**src/rtl/ap_prof_pkg.sv**
```systemverilog
// ap_prof_pkg: shared types for the ap_ctrl protocol profiler.
//   ap_state_e : profiler FSM state (also exported on the debug port).
//   ap_rec_t   : one transaction record at the default widths (32-bit timing,
//                16-bit index). ap_ctrl_profiler declares the same layout at
//                its own parameter widths and hands it to the FIFO as a type.
// Optional feature macro: AP_CTRL_PROF_STALL_EN adds the stall and
// first-ready fields to the record.
package ap_prof_pkg;

  localparam int AP_CNT_W = 32;
  localparam int AP_IDX_W = 16;

  typedef enum logic [1:0] {
    ST_IDLE      = 2'd0,
    ST_BUSY      = 2'd1,
    ST_WAIT_CONT = 2'd2
  } ap_state_e;

  typedef struct packed {
    logic [AP_IDX_W-1:0] idx;
    logic [AP_CNT_W-1:0] start;
    logic [AP_CNT_W-1:0] latency;
    logic [AP_CNT_W-1:0] interval;
`ifdef AP_CTRL_PROF_STALL_EN
    logic [AP_CNT_W-1:0] stall;
    logic [AP_CNT_W-1:0] ready_cyc;
`endif
  } ap_rec_t;

endpackage

```
**src/rtl/ap_prof_fifo.sv**
```systemverilog
// ap_prof_fifo: synchronous FIFO of profiler records.
// Ports:
//   clock, reset        rising-edge clock, synchronous active-high reset
//   push, push_data     write request and record; ignored when full unless a
//                       pop happens in the same cycle
//   pop, pop_data       read request (ignored when empty) and head record;
//                       the head is read straight from storage, so it stays
//                       stable until popped
//   full, empty         occupancy flags
// Parameters: rec_t (record type), DEPTH (power of two, >= 2).
module ap_prof_fifo
  import ap_prof_pkg::*;
#(
  parameter type rec_t = ap_rec_t,
  parameter int  DEPTH = 8
) (
  input  logic clock,
  input  logic reset,
  input  logic push,
  input  rec_t push_data,
  input  logic pop,
  output rec_t pop_data,
  output logic full,
  output logic empty
);

  localparam int AW = $clog2(DEPTH);

  // Pointers carry one extra wrap bit to tell full from empty.
  logic [AW:0] wr_ptr;
  logic [AW:0] rd_ptr;
  rec_t        mem [DEPTH];
  logic        push_ok;
  logic        pop_ok;

  assign empty    = (wr_ptr == rd_ptr);
  assign full     = (wr_ptr[AW] != rd_ptr[AW]) && (wr_ptr[AW-1:0] == rd_ptr[AW-1:0]);
  assign pop_ok   = pop && !empty;
  // When full, the slot being written is the head being popped this edge.
  assign push_ok  = push && (!full || pop_ok);
  assign pop_data = mem[rd_ptr[AW-1:0]];

  always_ff @(posedge clock) begin
    if (reset) begin
      wr_ptr <= '0;
      rd_ptr <= '0;
    end else begin
      if (push_ok) wr_ptr <= wr_ptr + (AW+1)'(1);
      if (pop_ok)  rd_ptr <= rd_ptr + (AW+1)'(1);
    end
  end

  always_ff @(posedge clock) begin
    if (push_ok) mem[wr_ptr[AW-1:0]] <= push_data;
  end

endmodule

```
**src/rtl/ap_ctrl_profiler.sv**
```systemverilog
// ap_ctrl_profiler: watches an ap_ctrl_hs style kernel handshake and emits one
// timing record per transaction (index, start cycle, latency, start interval).
// Ports:
//   clock, reset                  rising-edge clock, sync active-high reset
//   ap_start/ready/done/continue  sampled kernel handshake
//   finish                        stop capturing new transactions
//   rec_valid/rec_ready, rec_*    record stream
//   rec_stall, rec_ready_cyc      only with AP_CTRL_PROF_STALL_EN
//   overflow, drop_count          sticky drop flag, saturating drop count
//   all_done                      finish seen, idle and all records drained
//   dbg_state                     current FSM state
// Optional feature macro: AP_CTRL_PROF_STALL_EN (stall / first-ready fields).
//
// Record stream: a record transfers on a rising edge where rec_valid and
// rec_ready are both high. rec_valid never depends on rec_ready, and once
// rec_valid is high the rec_* fields hold until that transfer.
module ap_ctrl_profiler
  import ap_prof_pkg::*;
#(
  parameter int CNT_W      = 32,
  parameter int IDX_W      = 16,
  parameter int FIFO_DEPTH = 8
) (
  input  logic             clock,
  input  logic             reset,
  input  logic             ap_start,
  input  logic             ap_ready,
  input  logic             ap_done,
  input  logic             ap_continue,
  input  logic             finish,
  output logic             rec_valid,
  input  logic             rec_ready,
  output logic [IDX_W-1:0] rec_idx,
  output logic [CNT_W-1:0] rec_start,
  output logic [CNT_W-1:0] rec_latency,
  output logic [CNT_W-1:0] rec_interval,
`ifdef AP_CTRL_PROF_STALL_EN
  output logic [CNT_W-1:0] rec_stall,
  output logic [CNT_W-1:0] rec_ready_cyc,
`endif
  output logic             overflow,
  output logic [IDX_W-1:0] drop_count,
  output logic             all_done,
  output ap_state_e        dbg_state
);

  typedef struct packed {
    logic [IDX_W-1:0] idx;
    logic [CNT_W-1:0] start;
    logic [CNT_W-1:0] latency;
    logic [CNT_W-1:0] interval;
`ifdef AP_CTRL_PROF_STALL_EN
    logic [CNT_W-1:0] stall;
    logic [CNT_W-1:0] ready_cyc;
`endif
  } rec_t;

  ap_state_e        state, state_nxt;
  logic [CNT_W-1:0] cyc;
  logic [CNT_W-1:0] start_q, latency_q, interval_q, prev_start;
  logic [IDX_W-1:0] idx_q, drop_q;
  logic             finish_seen, overflow_q, all_done_q;

  logic             capture, complete, push_req, pop, drop;
  logic [CNT_W-1:0] cur_start, cur_latency, cur_interval;
  rec_t             push_rec, head_rec;
  logic             fifo_full, fifo_empty;

`ifdef AP_CTRL_PROF_STALL_EN
  logic [CNT_W-1:0] stall_q, cur_stall;
  logic [CNT_W-1:0] rdy_cyc_q, cur_rdy_cyc;
  logic             rdy_seen_q, cur_rdy_seen;
`else
  logic             unused_ready;
  assign unused_ready = ap_ready;
`endif

  // Next state and the record fields as they stand this cycle. A capture
  // and a completion can coincide in IDLE, so fields come from the live
  // counter rather than only from registers.
  always_comb begin
    state_nxt    = state;
    capture      = 1'b0;
    complete     = 1'b0;
    push_req     = 1'b0;
    cur_start    = start_q;
    cur_latency  = latency_q;
    cur_interval = interval_q;
    case (state)
      ST_IDLE: begin
        if (ap_start && !finish_seen) begin
          capture      = 1'b1;
          cur_start    = cyc;
          cur_latency  = '0;
          cur_interval = (idx_q == '0) ? '0 : (cyc - prev_start);
          state_nxt    = ST_BUSY;
          if (ap_done) begin
            complete = 1'b1;
            if (ap_continue) begin
              push_req  = 1'b1;
              state_nxt = ST_IDLE;
            end else begin
              state_nxt = ST_WAIT_CONT;
            end
          end
        end
      end
      ST_BUSY: begin
        cur_latency = cyc - start_q;
        if (ap_done) begin
          complete = 1'b1;
          if (ap_continue) begin
            push_req  = 1'b1;
            state_nxt = ST_IDLE;
          end else begin
            state_nxt = ST_WAIT_CONT;
          end
        end
      end
      ST_WAIT_CONT: begin
        if (ap_continue) begin
          push_req  = 1'b1;
          state_nxt = ST_IDLE;
        end
      end
      default: state_nxt = ST_IDLE;
    endcase
  end

`ifdef AP_CTRL_PROF_STALL_EN
  // Stall counts WAIT_CONT cycles including the one where continue arrives.
  // First-ready is the cycle of the first ap_ready from the capture cycle up
  // to the push; 0 if ap_ready never rose.
  always_comb begin
    cur_stall    = (state == ST_WAIT_CONT) ? (stall_q + CNT_W'(1)) : '0;
    cur_rdy_seen = 1'b0;
    cur_rdy_cyc  = '0;
    if (state == ST_IDLE) begin
      cur_rdy_seen = ap_ready;
      cur_rdy_cyc  = ap_ready ? cyc : '0;
    end else begin
      cur_rdy_seen = rdy_seen_q | ap_ready;
      cur_rdy_cyc  = rdy_seen_q ? rdy_cyc_q : (ap_ready ? cyc : '0);
    end
  end

  always_ff @(posedge clock) begin
    if (reset) begin
      stall_q    <= '0;
      rdy_cyc_q  <= '0;
      rdy_seen_q <= 1'b0;
    end else begin
      stall_q    <= (state == ST_WAIT_CONT) ? cur_stall : '0;
      rdy_cyc_q  <= cur_rdy_cyc;
      rdy_seen_q <= cur_rdy_seen;
    end
  end
`endif

  always_comb begin
    push_rec          = '0;
    push_rec.idx      = idx_q;
    push_rec.start    = cur_start;
    push_rec.latency  = cur_latency;
    push_rec.interval = cur_interval;
`ifdef AP_CTRL_PROF_STALL_EN
    push_rec.stall     = cur_stall;
    push_rec.ready_cyc = cur_rdy_cyc;
`endif
  end

  assign pop  = !fifo_empty && rec_ready;
  assign drop = push_req && fifo_full && !pop;

  always_ff @(posedge clock) begin
    if (reset) begin
      state       <= ST_IDLE;
      cyc         <= '0;
      start_q     <= '0;
      latency_q   <= '0;
      interval_q  <= '0;
      prev_start  <= '0;
      idx_q       <= '0;
      drop_q      <= '0;
      overflow_q  <= 1'b0;
      finish_seen <= 1'b0;
      all_done_q  <= 1'b0;
    end else begin
      state       <= state_nxt;
      cyc         <= cyc + CNT_W'(1);
      finish_seen <= finish_seen | finish;
      if (capture) begin
        start_q    <= cur_start;
        interval_q <= cur_interval;
        prev_start <= cyc;
      end
      if (complete) latency_q <= cur_latency;
      // Index advances on every push attempt, dropped or not.
      if (push_req) idx_q <= idx_q + IDX_W'(1);
      if (drop) begin
        overflow_q <= 1'b1;
        if (drop_q != '1) drop_q <= drop_q + IDX_W'(1);
      end
      if (finish_seen && (state == ST_IDLE) && fifo_empty) all_done_q <= 1'b1;
    end
  end

  ap_prof_fifo #(
    .rec_t (rec_t),
    .DEPTH (FIFO_DEPTH)
  ) u_fifo (
    .clock     (clock),
    .reset     (reset),
    .push      (push_req && !drop),
    .push_data (push_rec),
    .pop       (pop),
    .pop_data  (head_rec),
    .full      (fifo_full),
    .empty     (fifo_empty)
  );

  assign rec_valid     = !fifo_empty;
  assign rec_idx       = head_rec.idx;
  assign rec_start     = head_rec.start;
  assign rec_latency   = head_rec.latency;
  assign rec_interval  = head_rec.interval;
`ifdef AP_CTRL_PROF_STALL_EN
  assign rec_stall     = head_rec.stall;
  assign rec_ready_cyc = head_rec.ready_cyc;
`endif
  assign overflow      = overflow_q;
  assign drop_count    = drop_q;
  assign all_done      = all_done_q;
  assign dbg_state     = state;

endmodule

```
**config.mk**
```make
export PLATFORM = sky130hd
export DESIGN_NAME = ap_ctrl_profiler
export DESIGN_NICKNAME = d
export VERILOG_FILES = /design/src/rtl/ap_prof_pkg.sv /design/src/rtl/ap_prof_fifo.sv /design/src/rtl/ap_ctrl_profiler.sv
export SDC_FILE = /design/constraint.sdc
export NUM_CORES = 1
export LEC_CHECK = 0
export CORE_ASPECT_RATIO = 0.9
export CORE_UTILIZATION = 30
export CTS_CLUSTER_SIZE = 16
export DETAILED_ROUTE_END_ITERATION = 8
export GPL_TIMING_DRIVEN = 0
export PLACE_DENSITY = 0.45
export SLEW_MARGIN = 20
export SYNTH_ARGS = -nofsm -noshare
export SYNTH_HDL_FRONTEND = slang
export SYNTH_SLANG_ARGS = --single-unit
export TNS_END_PERCENT = 100
```
**constraint.sdc**
```tcl
create_clock -name clock -period 39.1 [get_ports clock]
set_clock_uncertainty 0.15 [all_clocks]
set_input_delay 11.73 -clock clock [delete_from_list [all_inputs] [get_ports clock]]
set_output_delay 11.73 -clock clock [all_outputs]
set_load 0.05 [all_outputs]
```
# ---- Yosys cells after proc, flatten, opt, wreduce, memory -nomap -nowiden
# Memory sizes are Yosys's and may differ from the RTL's. A register that Yosys moved wholly into a read port is not among the register bits.
# Cells that the tools add are included.
dict set report op_classes {
  n_bitwise 1
  addsub 7
  n_mux 26
  reduce_logical 20
  eq_ne 9
}
# op count
set op_table {}
lappend op_table {{two-way mux 32 bit} 6}
lappend op_table {{case mux 32 bit (2 select lines)} 1}
lappend op_table {{subtractor 32 bit} 2}
lappend op_table {{adder 16 x 1 -> 16 bit (second input constant)} 2}
lappend op_table {{adder 32 x 1 -> 32 bit (second input constant)} 1}
lappend op_table {{zero test 16 bit} 1}
lappend op_table {{inequality test 16 bit (second input constant)} 1}
lappend op_table {{logical AND 1 bit} 10}
lappend op_table {{two-way mux 2 bit} 5}
lappend op_table {{two-way mux 1 bit} 9}
lappend op_table {{adder 4 x 1 -> 4 bit (second input constant)} 2}
lappend op_table {{two-way mux 3 bit} 2}
lappend op_table {{inequality test 2 bit (second input constant)} 3}
lappend op_table {{case mux 2 bit (3 select lines)} 1}
lappend op_table {{zero test 1 bit} 5}
lappend op_table {{== test 4 bit} 1}
lappend op_table {{== test 3 bit} 1}
lappend op_table {{case mux 1 bit (3 select lines)} 1}
lappend op_table {{AND reduction 3 bit} 1}
lappend op_table {{== test 2 x 1 -> 1 bit (second input constant)} 1}
lappend op_table {{== test 2 bit (second input constant)} 1}
lappend op_table {{zero test 2 bit} 1}
lappend op_table {{case mux 1 bit (2 select lines)} 1}
lappend op_table {{AND reduction 2 bit} 1}
lappend op_table {{other kinds (3)} 3}
dict set report word_totals {
  output_inout_bits 133
  ram_bits 896
  ff_bits 205
  elab_cells 77
  mem_count 1
}
# memory depth width rd rd_ports_with_merged_regs write_ports line
set mem_list {}
lappend mem_list {u_fifo.mem 8 112 1 1 1 ap_prof_fifo.sv:32} ;# rec_t mem [DEPTH];

# ---- Depth between registers and ports, before layout
dict set report logic_depth {
  ltp_word 11
  mapped_depth 12
}

# ---- Modules after synthesis
# A second synthesis with hierarchy kept.
dict set report hier_totals {
  cells_unflattened 2778
  area_unflattened_um2 45403.5
}
# module instances seq_area_each_um2 cells_per_inst area_per_inst_um2
set modules_own_cells {}
lappend modules_own_cells {ap_prof_fifo 1 27126.0 1365 34458.0}
lappend modules_own_cells {ap_ctrl_profiler 1 3943.8 1413 10945.5}

# ---- Worst setup path after synthesis
# No wires, ideal clock.
dict set report synth_path {
  path_type {input port to flip-flop}
  start {input ap_start}
  end {memory u_fifo.mem[4][0] (netlist bit), enable pin}
  setup_ns 0.743
  slack_ns 17.143
  arrival_ns 21.063
  stages 8
  cell_sequence {nand2b_4 -> a211oi_4 -> o21a_1 -> buf_4 -> and2_1 -> clkbuf_1 -> nand2b_1 -> nor3b_1}
}
dict set report synth_between {
  elab_chain_len 10
}
# item line
set synth_rtl {}
lappend synth_rtl {{start: declaration} ap_ctrl_profiler.sv:26} ;# input logic ap_start,
lappend synth_rtl {{logical AND 1 bit *} ap_ctrl_profiler.sv:91} ;# if (ap_start && !finish_seen) begin
lappend synth_rtl {{two-way mux 1 bit *} ap_ctrl_profiler.sv:91}
lappend synth_rtl {{case mux 1 bit (3 select lines) *} ap_ctrl_profiler.sv:89} ;# case (state)
lappend synth_rtl {{logical AND 1 bit (2 in series)} ap_ctrl_profiler.sv:173} ;# assign drop = push_req && fifo_full && !pop;
lappend synth_rtl {{zero test 1 bit} ap_ctrl_profiler.sv:214} ;# .push (push_req && !drop),
lappend synth_rtl {{logical AND 1 bit *} ap_ctrl_profiler.sv:214}
lappend synth_rtl {{logical AND 1 bit *} ap_prof_fifo.sv:40} ;# assign push_ok = push && (!full || pop_ok);
lappend synth_rtl {{two-way mux 1 bit *} ap_prof_fifo.sv:54} ;# if (push_ok) mem[wr_ptr[AW-1:0]] <= push_data;
lappend synth_rtl {{two-way mux 1 bit (not written as such) *} ap_prof_fifo.sv:54}
lappend synth_rtl {{end: declaration} ap_prof_fifo.sv:32}
# Mark *: on every way between the ends. The rest lies on a longest branch, timed or not.

==> metrics.csv <==
stage,metric,value,unit
status,outcome,finished clean,
sta,period utilisation layout,0.433,
logic_synthesis,most common cell in the netlist,edfxtp_1,
clocking,Clock Latency Late Sink,0.75,ns
sta,Final setup violation count,0,
global_route,largest net degree at the start of global routing,19,
place,DP Worst Slack,22.58,ns
sta,Rel. slew slack,0.255,
die,DIE AREA,153000,µm²
worst_setup_path,worst r2r src,dbg_state[0],
sta,RSZ-0062 raised after global routing,false,
clocking,Num CTS Buffers,117,
clocking,Clock Pin Slew Worst Setup and Hold Paths,0.06,ns
die,core outline area,149000,µm²
worst_setup_path,Required @ worst endpoint,27.22,ns
detailed_routing,DRT Pass-1 Iters,7,
worst_setup_path,CP max FO,11,
logic_synthesis,"Top FF cell, synth",edfxtp_1,
detailed_routing,DRC viols,0,
die,die width,412,µm
logic_synthesis,syn avg cell area,16.1,µm²
global_route,"Remaining Overflow, GRT",0,
die,Rows,134,
clocking,PostCTS Resize Cnt,0,
clocking,hold buffers post-CTS,0,
logic_synthesis,sequential fraction of the synthesis area,0.686,
logic_synthesis,"top cells by count, synth","edfxtp_1, nand2_1, mux4_2, dfxtp_1, a21oi_1",
die,# IOs,141,
logic_synthesis,"flops & latches, synth",1104,
die,initial core utilization,0.304,
place,port buffer count,138,
sta,Hold Slack,0.305,ns
global_route,vias in the first global route,26450,
clocking,setup bufs post-CTS,0,
logic_synthesis,Post-synth ARST share,0,
place,post-DP HPWL,89.5,mm
sta,Fin. Hold Viols,0,
place,RePlAce Congestion,0.848,
logic_synthesis,Synth area leader,edfxtp_1,
clocking,# clock sinks,1104,
detailed_routing,routed via count,25807,
power_and_ir_drop,P_leak,18.1,nW
power_and_ir_drop,worst vdd ir,0.0391,mV
clocking,Max Buffers Root-to-Sink,3,
min_path,worst hold path class,flip-flop to flip-flop,
power_and_ir_drop,PwrDens,48.3,nW/µm²
cells_and_area,area grow syn2layout,20.1,%
logic_synthesis,cell count after synthesis,2820,
logic_synthesis,Mapped Area,45300,µm²
detailed_routing,vias per std cell,4.88,
clocking,root buffer cell,clkbuf_16,
min_path,min-delay src,prev_start[30],
sta,Fin Setup TNS,0,ns
sta,Max Slew Vio Count,0,
logic_synthesis,synth unique cells,71,
worst_setup_path,CP Data Arrival Time,5.06,ns
clocking,CTS HTree Levels,3,
logic_synthesis,Syn Nets,2899,
cells_and_area,nets,3288,
global_route,initial antenna violation count,3,
sta,worst slew pin tran,1.12,ns
clocking,CTS tree,yes,
job,Max-Cap Viols,0,
logic_synthesis,area share of the leading cell type in the synthesized netlist,0.594,
sta,fmax,59.0,MHz
detailed_routing,Final ANT Viol Nets,0,
worst_setup_path,Setup crit end kind,primary output,
logic_synthesis,Post-synth EDFFs,896,
cells_and_area,proportion of layout cells with a drive suffix above 1,0.208,
global_route,Total GRT Usage,0.163,
power_and_ir_drop,Design Power,2.63,mW
detailed_routing,Detailed Route Iter0 Violations,1640,
worst_setup_path,CP Class,flip-flop to primary output,
cells_and_area,filler cell count,13873,
sta,clock period minus worst slack,16.94,ns
die,Die Y,371,µm
logic_synthesis,Area contributors post-synth,"edfxtp_1, mux4_2, dfxtp_1",
sta,PnR worst setup slack,22.16,ns
global_route,first-pass GRT wire length,181,mm
detailed_routing,routed len/inst,23.6,µm
logic_synthesis,Synth warnings,0,
cells_and_area,post-layout util,0.365,
worst_setup_path,startpoint type of the worst setup path,flip-flop,
detailed_routing,Routed Wire Length,125,mm
-- flip-flops by register name, indices dropped and copies added, names as in the netlist, 16 cells and up, named ones only --
| signal | flops |
|---|---|
| idx_q | 16 |
| prev_start | 32 |
| latency_q | 32 |
| u_fifo.mem | 896 |
| cyc | 32 |
| drop_count | 16 |
| interval_q | 32 |
| start_q | 32 |
-- placed cells by master, fill, tap and decap left out, drive strengths merged, types with 61 or more instances in the layout --
| master | n |
|---|---|
| dfxtp | 208 |
| clkdlybuf4s50 | 138 |
| a21oi | 140 |
| mux4 | 224 |
| buf | 153 |
| mux2 | 112 |
| nor2 | 138 |
| clkbuf | 279 |
| ha | 69 |
| nand2 | 250 |
| o21ai | 61 |
| edfxtp | 896 |
| inv | 90 |
-- per-layer routing --
layer | GRT usage | wire length [µm] | up-vias | share of wire
li1 | - | - | 11720 | -
met1 | 0.221 | 56300 | 13425 | 0.45
met2 | 0.271 | 60700 | 531 | 0.49
met3 | 0.0230 | 4950 | 131 | 0.040
met4 | 0.0436 | 2650 | 0 | 0.021
met5 | 0 | 0 | - | 0
-- path summary, 6_finish.rpt --
check	endpoint	slack, ns	depth (start not counted)
setup reg to reg	u_fifo.mem[0][63]	34.37	14
hold reg to reg	prev_start[30]	0.31	2
setup / recovery	rec_start[13]	22.16	6
hold / removal	prev_start[30]	0.31	2
-- stage by stage --
stage	cells	instance area (µm²)
after floorplan	2820	45300
after global placement	4930	49100
after detailed placement	5062	50600
after CTS	5283	54400
after global routing	5283	54400
final	5286	54400
-- kinds of logic (layout without fill, tap and decap cells) --
family                     count (synthesis)  after routing  synth area share
other                                      0              3                 0
muxes                                    348            348             0.142
AOI/OAI and AO/OA                        365            365            0.0521
adders and majority gates                 71             71            0.0199
and+or+nand+nor                          599            599            0.0605
DFF                                     1104           1104             0.686
buffers and inverters                    225            716            0.0188
xor gates and xnor gates                 108            108            0.0209
-- final cells by class --
class                           count  area, µm²  share of cell area
Sequential cell                  1104      31100               0.571
Clock buffer                      160       3220              0.0592
Clock inverter                     61        579              0.0106
Multi-Input combinational cell   1491      13400               0.247
Buffer                            140        554              0.0102
Antenna cell                        3       7.51            0.000138
Timing Repair Buffer              270       2780              0.0510
Inverter                           85        319             0.00586
Tap cell                         1972       2470              0.0453
-- critical path: stages (launching register included) --
cell and delay (ns):
dfxtp_1 0.31, clkbuf_1 0.79, buf_2 0.75, buf_1 0.80, mux4_2 0.60, mux2_2 0.33
clkdlybuf4s50_1 0.72
-- report_power, final --
part           total [mW]  internal [mW]  switching [mW]
Combinational       0.264         0.0999           0.164
Clock                1.09          0.624           0.466
Sequential           1.27           1.27         0.00376
Total                2.63           1.99           0.633
Power figures use the tool's default switching activity.
